<file path="config.mk">
export PLATFORM = sky130hd
export DESIGN_NAME = decode_stage
export DESIGN_NICKNAME = d
export VERILOG_FILES = /design/src/rtl/decode_stage.sv
export SDC_FILE = /design/constraint.sdc
export NUM_CORES = 1
export LEC_CHECK = 0
export BUFFER_PORTS_ARGS = -buffer_cell sky130_fd_sc_hd__buf_4
export CAP_MARGIN = 20
export CORE_ASPECT_RATIO = 1.75
export CORE_MARGIN = 3
export CORE_UTILIZATION = 45
export DETAILED_ROUTE_END_ITERATION = 8
export HOLD_SLACK_MARGIN = 0.12
export PLACE_DENSITY_LB_ADDON = 0.12
export SETUP_SLACK_MARGIN = 0.5
export SLEW_MARGIN = 20
export SYNTH_ARGS = -nofsm -noshare
export SYNTH_HDL_FRONTEND = slang
export SYNTH_SLANG_ARGS = --single-unit
</file>
<file path="constraint.sdc">
create_clock -name clk -period 8 [get_ports clk]
set_clock_uncertainty 0.2 [all_clocks]
set_input_delay 2 -clock clk [delete_from_list [all_inputs] [get_ports clk]]
set_output_delay 2 -clock clk [all_outputs]
set_load 0.005 [all_outputs]
</file>
<file path="src/rtl/decode_stage.sv">
// -----------------------------------------------------------------------------
// decode_stage
//   RV32I instruction-decode stage between fetch and execute.
//   IF/ID register holds the fetched instruction and drives the register-file
//   read ports; the returned operands (with write-back bypass), immediate and
//   control fields are captured into the ID/EX register.
//
// Handshake: a transfer happens on a rising edge where valid && ready are both
//   high; the sender holds its payload stable while valid && !ready, and ready
//   may depend combinationally on the receiver's state but never on the
//   sender's valid in the same cycle.
//
// Ports
//   clk, reset            clock, asynchronous active-low reset
//   in_valid/in_ready     fetch -> decode handshake, in_instr / in_pc payload
//   rd_en1/2, rd_addr1/2  register-file read request (combinational, IF/ID)
//   rd_data1/2            register-file read data (same-cycle return)
//   wb_en/wb_addr/wb_data write-back port, used for bypass
//   flush                 redirect from execute, kills both stages
//   out_valid/out_ready   decode -> execute handshake
//   out_*                 registered ID/EX payload
// -----------------------------------------------------------------------------
module decode_stage #(
   parameter int unsigned     XLEN     = 32,
   parameter logic [XLEN-1:0] RESET_PC = '0
) (
   input  logic            clk,
   input  logic            reset,
   input  logic            in_valid,
   output logic            in_ready,
   input  logic [31:0]     in_instr,
   input  logic [XLEN-1:0] in_pc,
   output logic            rd_en1,
   output logic [4:0]      rd_addr1,
   output logic            rd_en2,
   output logic [4:0]      rd_addr2,
   input  logic [XLEN-1:0] rd_data1,
   input  logic [XLEN-1:0] rd_data2,
   input  logic            wb_en,
   input  logic [4:0]      wb_addr,
   input  logic [XLEN-1:0] wb_data,
   input  logic            flush,
   output logic            out_valid,
   input  logic            out_ready,
   output logic [XLEN-1:0] out_pc,
   output logic [XLEN-1:0] out_rs1_data,
   output logic [XLEN-1:0] out_rs2_data,
   output logic [XLEN-1:0] out_imm,
   output logic [4:0]      out_rd,
   output logic [2:0]      out_funct3,
   output logic            out_funct7b5,
   output logic            out_is_load,
   output logic            out_is_store,
   output logic            out_is_branch,
   output logic            out_is_jal,
   output logic            out_is_jalr,
   output logic            out_is_lui,
   output logic            out_is_auipc,
   output logic            out_is_op,
   output logic            out_is_opimm,
   output logic            out_wb_en,
   output logic            out_illegal
);

   localparam logic [6:0] OPC_LUI    = 7'b0110111;
   localparam logic [6:0] OPC_AUIPC  = 7'b0010111;
   localparam logic [6:0] OPC_JAL    = 7'b1101111;
   localparam logic [6:0] OPC_JALR   = 7'b1100111;
   localparam logic [6:0] OPC_BRANCH = 7'b1100011;
   localparam logic [6:0] OPC_LOAD   = 7'b0000011;
   localparam logic [6:0] OPC_STORE  = 7'b0100011;
   localparam logic [6:0] OPC_OPIMM  = 7'b0010011;
   localparam logic [6:0] OPC_OP     = 7'b0110011;

   typedef struct packed {
      logic            valid;
      logic [XLEN-1:0] pc;
      logic [XLEN-1:0] rs1_data;
      logic [XLEN-1:0] rs2_data;
      logic [XLEN-1:0] imm;
      logic [4:0]      rd;
      logic [2:0]      funct3;
      logic            funct7b5;
      logic            is_load;
      logic            is_store;
      logic            is_branch;
      logic            is_jal;
      logic            is_jalr;
      logic            is_lui;
      logic            is_auipc;
      logic            is_op;
      logic            is_opimm;
      logic            wb_en;
      logic            illegal;
   } ex_t;

   // IF/ID register
   logic            d_valid_q, d_valid_d;
   logic [31:0]     d_instr_q, d_instr_d;
   logic [XLEN-1:0] d_pc_q, d_pc_d;
   // ID/EX register
   ex_t             ex_q, ex_d;
   // Holds in_ready low until the first edge after reset release
   logic            rdy_q, rdy_d;

   // Combinational decode of the IF/ID instruction
   ex_t             dec;
   logic [6:0]      opcode;
   logic [4:0]      rs1, rs2;
   logic            uses_rs1, uses_rs2, writes_rd;
   logic            haz, ex_free, advance, accept;

   always_comb begin
      opcode        = d_instr_q[6:0];
      rs1           = d_instr_q[19:15];
      rs2           = d_instr_q[24:20];

      dec           = '0;
      dec.valid     = d_valid_q;
      dec.pc        = d_pc_q;
      dec.rd        = d_instr_q[11:7];
      dec.funct3    = d_instr_q[14:12];
      dec.funct7b5  = d_instr_q[30];
      dec.is_lui    = (opcode == OPC_LUI);
      dec.is_auipc  = (opcode == OPC_AUIPC);
      dec.is_jal    = (opcode == OPC_JAL);
      dec.is_jalr   = (opcode == OPC_JALR);
      dec.is_branch = (opcode == OPC_BRANCH);
      dec.is_load   = (opcode == OPC_LOAD);
      dec.is_store  = (opcode == OPC_STORE);
      dec.is_opimm  = (opcode == OPC_OPIMM);
      dec.is_op     = (opcode == OPC_OP);
      dec.illegal   = !(dec.is_lui || dec.is_auipc || dec.is_jal || dec.is_jalr ||
                        dec.is_branch || dec.is_load || dec.is_store ||
                        dec.is_opimm || dec.is_op);

      uses_rs1  = dec.is_jalr || dec.is_branch || dec.is_load || dec.is_store ||
                  dec.is_opimm || dec.is_op;
      uses_rs2  = dec.is_branch || dec.is_store || dec.is_op;
      writes_rd = dec.is_lui || dec.is_auipc || dec.is_jal || dec.is_jalr ||
                  dec.is_load || dec.is_opimm || dec.is_op;
      dec.wb_en = writes_rd && (dec.rd != 5'd0);

      if (dec.is_jalr || dec.is_load || dec.is_opimm)
         dec.imm = {{(XLEN-12){d_instr_q[31]}}, d_instr_q[31:20]};
      else if (dec.is_store)
         dec.imm = {{(XLEN-12){d_instr_q[31]}}, d_instr_q[31:25], d_instr_q[11:7]};
      else if (dec.is_branch)
         dec.imm = {{(XLEN-13){d_instr_q[31]}}, d_instr_q[31], d_instr_q[7],
                    d_instr_q[30:25], d_instr_q[11:8], 1'b0};
      else if (dec.is_lui || dec.is_auipc)
         dec.imm = {{(XLEN-32){d_instr_q[31]}}, d_instr_q[31:12], 12'b0};
      else if (dec.is_jal)
         dec.imm = {{(XLEN-21){d_instr_q[31]}}, d_instr_q[31], d_instr_q[19:12],
                    d_instr_q[20], d_instr_q[30:21], 1'b0};
      else
         dec.imm = '0;

      // x0 wins over bypass, bypass wins over the register file
      if (!uses_rs1 || rs1 == 5'd0)       dec.rs1_data = '0;
      else if (wb_en && wb_addr == rs1)   dec.rs1_data = wb_data;
      else                                dec.rs1_data = rd_data1;

      if (!uses_rs2 || rs2 == 5'd0)       dec.rs2_data = '0;
      else if (wb_en && wb_addr == rs2)   dec.rs2_data = wb_data;
      else                                dec.rs2_data = rd_data2;
   end

   assign rd_en1   = d_valid_q && uses_rs1;
   assign rd_en2   = d_valid_q && uses_rs2;
   assign rd_addr1 = d_valid_q ? rs1 : 5'd0;
   assign rd_addr2 = d_valid_q ? rs2 : 5'd0;

   // A load sitting in ID/EX cannot forward its data in time to the consumer
   assign haz = d_valid_q && ex_q.valid && ex_q.is_load && (ex_q.rd != 5'd0) &&
                ((rd_en1 && ex_q.rd == rs1) || (rd_en2 && ex_q.rd == rs2));

   assign ex_free  = !ex_q.valid || out_ready;
   assign advance  = ex_free && !haz;
   assign in_ready = rdy_q && (!d_valid_q || advance);
   assign accept   = in_valid && in_ready;

   always_comb begin
      d_valid_d = d_valid_q;
      d_instr_d = d_instr_q;
      d_pc_d    = d_pc_q;
      ex_d      = ex_q;
      rdy_d     = 1'b1;

      if (ex_free) begin
         if (haz) ex_d.valid = 1'b0;
         else     ex_d       = dec;
      end

      if (advance) d_valid_d = 1'b0;
      if (accept) begin
         d_valid_d = 1'b1;
         d_instr_d = in_instr;
         d_pc_d    = in_pc;
      end

      if (flush) begin
         d_valid_d  = 1'b0;
         ex_d.valid = 1'b0;
      end
   end

   always_ff @(posedge clk or negedge reset) begin
      if (!reset) begin
         d_valid_q <= 1'b0;
         d_instr_q <= '0;
         d_pc_q    <= '0;
         ex_q      <= '0;
         ex_q.pc   <= RESET_PC;
         rdy_q     <= 1'b0;
      end else begin
         d_valid_q <= d_valid_d;
         d_instr_q <= d_instr_d;
         d_pc_q    <= d_pc_d;
         ex_q      <= ex_d;
         rdy_q     <= rdy_d;
      end
   end

   assign out_valid     = ex_q.valid;
   assign out_pc        = ex_q.pc;
   assign out_rs1_data  = ex_q.rs1_data;
   assign out_rs2_data  = ex_q.rs2_data;
   assign out_imm       = ex_q.imm;
   assign out_rd        = ex_q.rd;
   assign out_funct3    = ex_q.funct3;
   assign out_funct7b5  = ex_q.funct7b5;
   assign out_is_load   = ex_q.is_load;
   assign out_is_store  = ex_q.is_store;
   assign out_is_branch = ex_q.is_branch;
   assign out_is_jal    = ex_q.is_jal;
   assign out_is_jalr   = ex_q.is_jalr;
   assign out_is_lui    = ex_q.is_lui;
   assign out_is_auipc  = ex_q.is_auipc;
   assign out_is_op     = ex_q.is_op;
   assign out_is_opimm  = ex_q.is_opimm;
   assign out_wb_en     = ex_q.wb_en;
   assign out_illegal   = ex_q.illegal;

endmodule

</file>
==> results of run 1 <==
[layer usage]
metal	vias up	part of all wire (%)	global-route usage [%]
met3	52	8.0	4.565
met4	0	3.2	7.831
met2	318	51	40.17
met1	3731	38	29.32
met5	-	0	0
li1	3523	-	-
[critical path, cell delays in order]
cell	delay (ns)
buf_4	0.12
nor2b_4	0.10
buf_4	0.42
o21ai_0	0.21
and2_1	0.20
buf_4	0.13
[sequential cells by signal, summed over array words and instances, names as in the netlist]
register	cells
out_is_load	1
d_instr_q	32
out_imm	32
out_is_store	1
d_pc_q	32
out_is_branch	1
out_valid	1
out_rs1_data	32
out_is_op	1
out_is_jal	1
out_pc	32
out_rs2_data	32
rdy_q	1
out_is_auipc	1
d_valid_q	1
out_wb_en	1
out_rd	5
out_is_opimm	1
out_funct3	3
out_is_jalr	1
out_illegal	1
out_funct7b5	1
out_is_lui	1
[report_power, final]
part,switching (mW),internal [mW]
Combinational,0.164,0.240
Sequential,0.0932,1.19
Clock,0.397,0.566
[Yosys cell counts (all sizes together)]
| cell | count | area (sq um) |
|---|---|---|
| a211oi | 3 | 32.53 |
| a21boi | 1 | 7.510 |
| a21oi | 22 | 110.1 |
| a22oi | 5 | 37.54 |
| a32oi | 1 | 8.760 |
| and2 | 15 | 93.84 |
| and3 | 4 | 25.02 |
| and4bb | 1 | 12.51 |
| buf | 27 | 155.1 |
| clkbuf | 46 | 172.7 |
| conb | 1 | 3.750 |
| dfrtp | 215 | 5380 |
| inv | 3 | 11.26 |
| mux2 | 110 | 1269 |
| mux2i | 64 | 640.6 |
| nand2 | 14 | 52.55 |
| nand2b | 1 | 6.260 |
| nand3 | 5 | 25.02 |
| nand3b | 1 | 7.510 |
| nand4 | 1 | 6.260 |
| nor2 | 8 | 30.03 |
| nor2b | 5 | 31.28 |
| nor3 | 3 | 15.01 |
| nor3b | 1 | 7.510 |
| nor4 | 2 | 12.51 |
| o2111ai | 1 | 15.01 |
| o21a | 1 | 7.510 |
| o21ai | 145 | 725.7 |
| o21ba | 1 | 10.01 |
| o22ai | 1 | 12.51 |
| o31ai | 69 | 518.0 |
| o41ai | 1 | 16.27 |
| or2 | 4 | 25.03 |
| or4 | 4 | 30.03 |
| xnor2 | 6 | 52.55 |
| xor2 | 14 | 122.6 |
[kinds of logic (layout without fill, tap and decap cells)]
logic type,after synthesis,after routing,synth area share [%]
other,1,1,0.03870
multiplexers,174,174,19.71
AO/OA/AOI/OAI,251,251,15.50
AND/OR/NAND/NOR,69,69,3.926
flip-flops,215,215,55.53
buffers and inverters,76,379,3.499
XOR/XNOR,20,20,1.808
[area by class of cell]
type,instances,area (sq um),area share (%)
clock buffers,30,619.3,4.780
multi-input cells,515,4005,30.91
flip-flops and latches,215,5380,41.52
inverters,3,11.26,0.08691
clock inverters,3,43.79,0.3380
well taps,252,315.3,2.433
repair buffers,343,2582,19.93
[final timing paths]
path / start / endpoint / slack [ns]
worst min register to register: d_pc_q[18] / d_pc_q[18] / 0.28
worst max register to register: d_instr_q[6] / out_pc[0] / 4.21
min in group asynchronous: reset / out_rs2_data[30] / 1.41
worst min-delay path: d_pc_q[18] / d_pc_q[18] / 0.28
worst max-delay path: out_ready / in_ready / 2.61
max in group asynchronous: reset / d_pc_q[17] / 4.99
[per-stage QoR]
step / cells / hold WS, ns / setup WS, ns / utilization [%] / total power, mW
after CTS: 1361 / 0.2888 / 2.602 / 61.64 / 2.690
final: 1361 / 0.2825 / 2.606 / 61.64 / 2.652
after detailed placement: 1328 / 0.2750 / 2.604 / 58.49 / 1.717
after global routing: 1361 / 0.3158 / 2.500 / 61.64 / 2.780
after floorplan: 806 / 0.2541 / 2.950 / - / 1.469
after global placement: 1328 / 0.2650 / 2.616 / 58.49 / 1.706
==> results.yml, run 1 <==
synthesis:
  ys_seq_area_share_pct: 55.53
  syn_avg_cell_area_sq_um: 12.02
  synth-seq-cells: 215
  yosys.cell_types.count: 46
  netlist_instances: 806
  synth_warnings: 0
  synth_fp_nets: 977
  syn-cell-area_sq_um: 9689
floorplanning:
  die_w_microns: 116.9
  core_sq_um: 21020
  start_util_pct: 46.10
  dieArea_sq_um: 23400
  die_h_microns: 200.1
  ios: 333
  row_count: 70
sta:
  finalMaxSlewViolations: 0
  fin_tns_setup_ns: 0
  setup_viol: 0
  timing.final.crit_share_pct: 67.43
  layout_min_cycle_time_ns: 5.394
  grt_setup_unrepaired: "false"
  hold_viol: 0
  fmax_mhz: 185.4
  max_slew.worst_pin.slew_ns: 1.111
  maxSlewHeadroom_pct: 25.76
clocking:
  clock_path_buffers: 3
  postCtsSetupRepairBufs: 0
  h-tree-depth: 1
  cts_tree: "built"
  clock_latency_ns: 0.48
  post_cts_resized: 0
  numClockSinks: 215
  hold_buffers: 0
  clkTransAtPathRegs_ns: 0.06
  tritoncts.num_buffers: 21
  clk_root_buffer_cell: "clkbuf_16"
cells_and_area:
  final_cell_mix: "buf_4 (342), dfrtp_1 (215), o21ai_0 (143)"
  n_fill_cell: 1802
  nets: 1270
  antennaDiodeCount: 0
  fin_area_sq_um: 12960
  syn_to_final_growth_pct: 33.73
  final_common_cell: "buf_4"
  drive_gt1_share_pct: 44.63
hold_path:
  min_path_type: "reg -> reg"
  hold_depth: 1
worst_setup_path:
  arrival_ns: 3.19
  end_kind: "primary output"
  critical_path_class: "in -> out"
  crit_required_ns: 5.80
  reg2reg_depth: 8
  critPathMaxFanout: 51
  critPathLaunchType: "input pin"
detailed_routing:
  drt_drc_violations_left: 0
  vias_per_cell: 5.602
  wl_per_cell_microns: 20.81
  drtAntennaViolNets: 0
  drt_first_iter_violations: 768
  wl_microns: 28330
  vias: 7624
  drt-pass1-iter-count: 6
grt:
  grt_pass1_vias: 7885
  grt_use_total_pct: 23.47
  grt_max_degree: 127
  grt_overflow: 0
  grt_pass1_wl_microns: 43700
  antenna_found_initial: 0
run:
  drv_cap: 0
placed_design:
  port_buffers: 332
  dp_hpwl_microns: 19860
  gp_congestion: 0.8032
  place_area_sq_um: 12290
power_and_ir_drop:
  power.density_nw_per_um2: 204.7
  vdd_ir_drop_max_v: 0.0001608
  p_leak_nw: 5.885
status:
  outcome: "complete, no violations"
Power figures use the tool's default switching activity.
==> run 2: changes to the inputs <==
- clock period: 8 -> 4.6 ns (I/O delays scaled with it)
==> run 2 against run 1 <==
Clock-buffer cell count increased by 2. First-iteration DRC count decreased by 23%. Design area increased by 1.2%. Non-clock buffer count increased by 9. Sequential power increased by 73%. Via count increased by 1.7%. Critical path depth increased by 1. Die area unchanged. Sequential cell count unchanged. Largest power group unchanged.
==> results.yml, run 2 (synthesized netlist as in run 1, its figures left out) <==
hold_path:
  min_path_type: "reg -> reg"
clocking:
  clk_root_buffer_cell: "clkbuf_16"
  tritoncts.num_buffers: 21
  numClockSinks: 215
  hold_buffers: 0
  clock_path_buffers: 3
  h-tree-depth: 1
  clkTransAtPathRegs_ns: 0.06
  cts_tree: "built"
  clock_latency_ns: 0.50
sta:
  whs_ns: 0.2792
  max_slew.worst_pin.slew_ns: 1.094
  hold_viol: 0
  fmax_mhz: 258.3
  finalMaxSlewViolations: 0
  layout_min_cycle_time_ns: 3.872
  timing.final.crit_share_pct: 84.17
  maxSlewHeadroom_pct: 26.88
  fin_tns_setup_ns: 0
  setup_ws_ns: 0.7281
  setup_viol: 0
  grt_setup_unrepaired: "false"
power_and_ir_drop:
  p_switching_mw: 1.156
  clkPwrFrac_pct: 37.2
  power.density_nw_per_um2: 358.5
  p_leak_nw: 5.960
  p_comb_share_pct: 15.5
  p_sw_share_pct: 24.60
  p_seq_share_pct: 47.3
  p_int_mw: 3.544
  vdd_ir_drop_max_v: 0.0002998
detailed_routing:
  drt_drc_violations_left: 0
  dr_wl_met2_microns: 14560
  wl_per_cell_microns: 21.02
  met3_length_microns: 2301
  drt-pass1-iter-count: 7
  drtAntennaViolNets: 0
  met1Wirelength_microns: 10800
  vias_per_cell: 5.652
  drt_first_iter_violations: 592
  vias: 7755
  wl_microns: 28840
  highest_layer: "met4"
grt:
  grt_use_total_pct: 23.88
  antenna_found_initial: 0
  grt_max_degree: 108
  grt_pass1_vias: 8139
  grt_pass1_wl_microns: 44410
  grt_overflow: 0
cells_and_area:
  nets: 1279
  fin_util_pct: 62.38
  syn_to_final_growth_pct: 35.32
  final_common_cell: "buf_4"
  drive_gt1_share_pct: 45.09
  final_cell_mix: "buf_4 (347), dfrtp_1 (215), o21ai_0 (143)"
  antennaDiodeCount: 0
worst_setup_path:
  critPathMaxFanout: 13
  critical_path_class: "reg -> out"
  critPathLaunchType: "register"
  arrival_ns: 2.52
  crit_required_ns: 3.25
  end_kind: "primary output"
run:
  drv_cap: 0
placed_design:
  dp_slack_ns: 1.072
  dp_hpwl_microns: 20350
  gp_congestion: 0.8593
  port_buffers: 332
floorplanning:
  dieArea_sq_um: 23400
  ios: 333
  core_sq_um: 21020
  start_util_pct: 46.10
  die_w_microns: 116.9
  die_h_microns: 200.1
  row_count: 70
status:
  outcome: "complete, no violations"
## run 2: cell types whose count changed in the layout (fill, tap and decap cells not counted), sizes merged
cell,delta
buf,+9
bufinv,+1
clkbuf,+2
clkinv,-2
inv,+1
## run 2: path summary, 6_finish.rpt
kind,startpoint,endpoint,cells past startpoint,slack (ns)
max reg2reg,d_instr_q[3],out_pc[11],7,1.35
min in group asynchronous,reset,out_rs2_data[28],1,0.39
max,d_instr_q[6],in_ready,7,0.73
min reg2reg,d_pc_q[13],d_pc_q[13],1,0.28
min,d_pc_q[13],d_pc_q[13],1,0.28
max in group asynchronous,reset,d_pc_q[14],2,2.81
## run 2: metal layers
| layer | vias up | global-route usage, % |
|---|---|---|
| met1 | 3806 | 28.99 |
| met3 | 71 | 4.867 |
| met4 | 0 | 9.512 |
| met5 | - | 0 |
| met2 | 342 | 40.80 |
| li1 | 3536 | - |
## run 2: power by group through the flow
stage	sequential, mW	clock [mW]	combinational, mW
after CTS	2.23	1.80	0.739
after floorplan	2.21	0	0.349
final	2.22	1.75	0.727
after detailed placement	2.26	0	0.737
after global routing	2.25	1.85	0.796
after global placement	2.25	0	0.730
## run 2: layout make-up
type	instances	area, sq um
Clock inverter	3	68.82
Sequential cell	215	5380
Clock buffer	32	626.9
Timing Repair Buffer	352	2700
Fill cell	1788	7909
Multi-Input combinational cell	515	4009
Inverter	3	11.26
Tap cell	252	315.3
## run 2: per-stage QoR
step | std cells | area (sq um) | total power, mW
final | 1372 | 13110 | 4.700
after global routing | 1372 | 13110 | 4.900
after CTS | 1370 | 13090 | 4.763
after detailed placement | 1335 | 12400 | 2.997
after global placement | 1335 | 12400 | 2.981
after floorplan | 806 | 9689 | 2.554
## run 2: what timing repair did
action | CTS | global route
resized for setup | 0 | 1
setup buffers | 0 | 2
endpoints found under the setup margin | 0 | 1
endpoints found under the hold margin | 0 | 0
## run 2: worst max-delay path, cell delays in order, from the launching register on
cell and delay, ns:
dfrtp_1 0.51, or2_0 0.27, a211oi_2 0.36, o2111ai_2 0.23, a21oi_2 0.20, o21ai_0 0.12
and2_1 0.20, buf_4 0.14
==> run 3: changes to the inputs <==
- clock period: 4.6 -> 3.86 ns (I/O delays scaled with it)
==> run 3 against run 2 <==
Sequential share of layout area shrank 0.26 points. Sequential power grew 19%. Setup slack lost 0.26 ns. Die area is the same. Design area grew 0.83%. Critical path type unchanged. Largest cell class unchanged.
==> results.yml, run 3 (synthesized netlist as in run 1, its figures left out) <==
status:
  outcome: "complete, no violations"
cells_and_area:
  syn_to_final_growth_pct: 36.44
  stdcell_count: 1384
  final_common_cell: "buf_4"
  nets: 1290
  ff_latch_area_sq_um: 5390
  final_cell_mix: "buf_4 (354), dfrtp_1 (207), o21ai_0 (142)"
  drive_gt1_share_pct: 46.86
  n_fill_cell: 1724
  multiInputGateArea_sq_um: 4043
grt:
  grt_pass1_vias: 8047
  grt_pass1_wl_microns: 44370
  grt_use_total_pct: 23.84
  grt_overflow: 0
  grt_max_degree: 88
  antenna_found_initial: 1
sta:
  setup_viol: 0
  layout_min_cycle_time_ns: 3.391
  timing.final.crit_share_pct: 87.85
  fmax_mhz: 294.9
  grt_setup_unrepaired: "true"
  setup_ws_ns: 0.4688
  hold_viol: 0
  maxSlewHeadroom_pct: 48.23
  max_slew.worst_pin.slew_ns: 0.7766
  fin_tns_setup_ns: 0
  finalMaxSlewViolations: 0
  whs_ns: 0.2791
power_and_ir_drop:
  power.density_nw_per_um2: 414.6
  p_leak_nw: 5.994
  vdd_ir_drop_max_v: 0.0003738
  total_power_mw: 5.481
worst_setup_path:
  crit_chain: "or2_1, a211oi_2, o2111ai_4, a21oi_2, o21ai_2, and2_4, buf_6"
  arrival_ns: 2.23
  path_buf_inv: 1
  critical_path_class: "reg -> out"
  path_delay_family: "compound AO/OA/AOI/OAI gates"
  cp_slowest_cell: "dfrtp_2"
  critPathLaunchType: "register"
  end_kind: "primary output"
  slowest_delay_ns: 0.42
  critPathMaxFanout: 4
  crit_required_ns: 2.69
clocking:
  clock_path_buffers: 3
  h-tree-depth: 1
  clk_root_buffer_cell: "clkbuf_16"
  clkTransAtPathRegs_ns: 0.07
  tritoncts.num_buffers: 20
  clock_latency_ns: 0.50
  cts_tree: "built"
  numClockSinks: 215
  hold_buffers: 0
floorplanning:
  dieArea_sq_um: 23400
  die_w_microns: 116.9
  start_util_pct: 46.10
  die_h_microns: 200.1
  row_count: 70
  core_sq_um: 21020
  ios: 333
hold_path:
  min_path_type: "in -> async"
run:
  drv_cap: 0
detailed_routing:
  drtAntennaViolNets: 0
  drt-pass1-iter-count: 5
  wl_microns: 28840
  wl_per_cell_microns: 20.84
  drt_first_iter_violations: 687
  drt_drc_violations_left: 0
  vias_per_cell: 5.600
  vias: 7750
placed_design:
  dp_hpwl_microns: 20480
  dp_slack_ns: 0.4733
  dp_cells: 1339
  port_buffers: 332
  gp_congestion: 0.8001
## run 3: cell count changes in the layout (fill, tap and decap cells not counted), sizes merged
| cell | before | now |
|---|---|---|
| bufinv | 2 | 1 |
| clkinv | 0 | 5 |
| clkinvlp | 0 | 1 |
| inv | 4 | 3 |
| diode | 0 | 1 |
| buf | 352 | 364 |
| clkbuf | 32 | 27 |
## run 3: worst paths after layout
kind                              start          endpoint  slack (ns)  cells after the start
setup / recovery           d_instr_q[6]          in_ready        0.47                      7
hold / removal                    reset  out_rs2_data[30]        0.28                      1
setup reg to reg           d_instr_q[6]  out_rs2_data[26]        0.74                      9
hold reg to reg              d_pc_q[18]        d_pc_q[18]        0.29                      1
max in group asynchronous         reset     d_instr_q[20]        2.36                      2
min in group clk             d_pc_q[18]        d_pc_q[18]        0.29                      1
## run 3: per-layer routing
layer	global-route usage [%]	share of wire, %	up-vias
met1	28.51	37	3863
li1	-	-	3548
met3	4.746	7.5	48
met5	0	0	-
met2	42.61	53	291
met4	6.765	2.7	0
## run 3: area by class of cell
| class | instances | area share, % |
|---|---|---|
| timing repair buffer | 364 | 21.39 |
| clock buffer | 27 | 4.297 |
| tap | 252 | 2.385 |
| antenna | 1 | 0.01893 |
| clock inverter | 7 | 0.4732 |
| multi-input combinational | 515 | 30.58 |
| inverter | 3 | 0.08518 |
| sequential | 215 | 40.77 |
## run 3: repair_timing
action                                  CTS  global route
setup buffers                             9             1
endpoints found under the setup margin    1            19
pin swaps                                 5             5
resized for setup                        11             7
## run 3: stage by stage
step,instance area [sq um],util [%]
2_1_floorplan,9689,-
3_3_place_gp,12460,59.30
3_5_place_dp,12460,59.30
4_1_cts,13190,62.75
5_1_grt,13220,62.89
6_report,13220,62.89
## run 3: worst register-to-register path, delay by kind of cell (launching register included)
family / cells / cell delay [ns]
buffers and inverters: 3 / 1.14
flip-flops: 1 / 0.42
AO/OA/AOI/OAI: 5 / 1.01
AND/OR/NAND/NOR: 1 / 0.24
## run 3: report_power, final
group	leakage [nW]	switching, mW	internal [mW]	total [mW]
clock	0.312	0.837	1.10	1.94
combinational	2.94	0.377	0.527	0.904
sequential	2.74	0.171	2.47	2.64
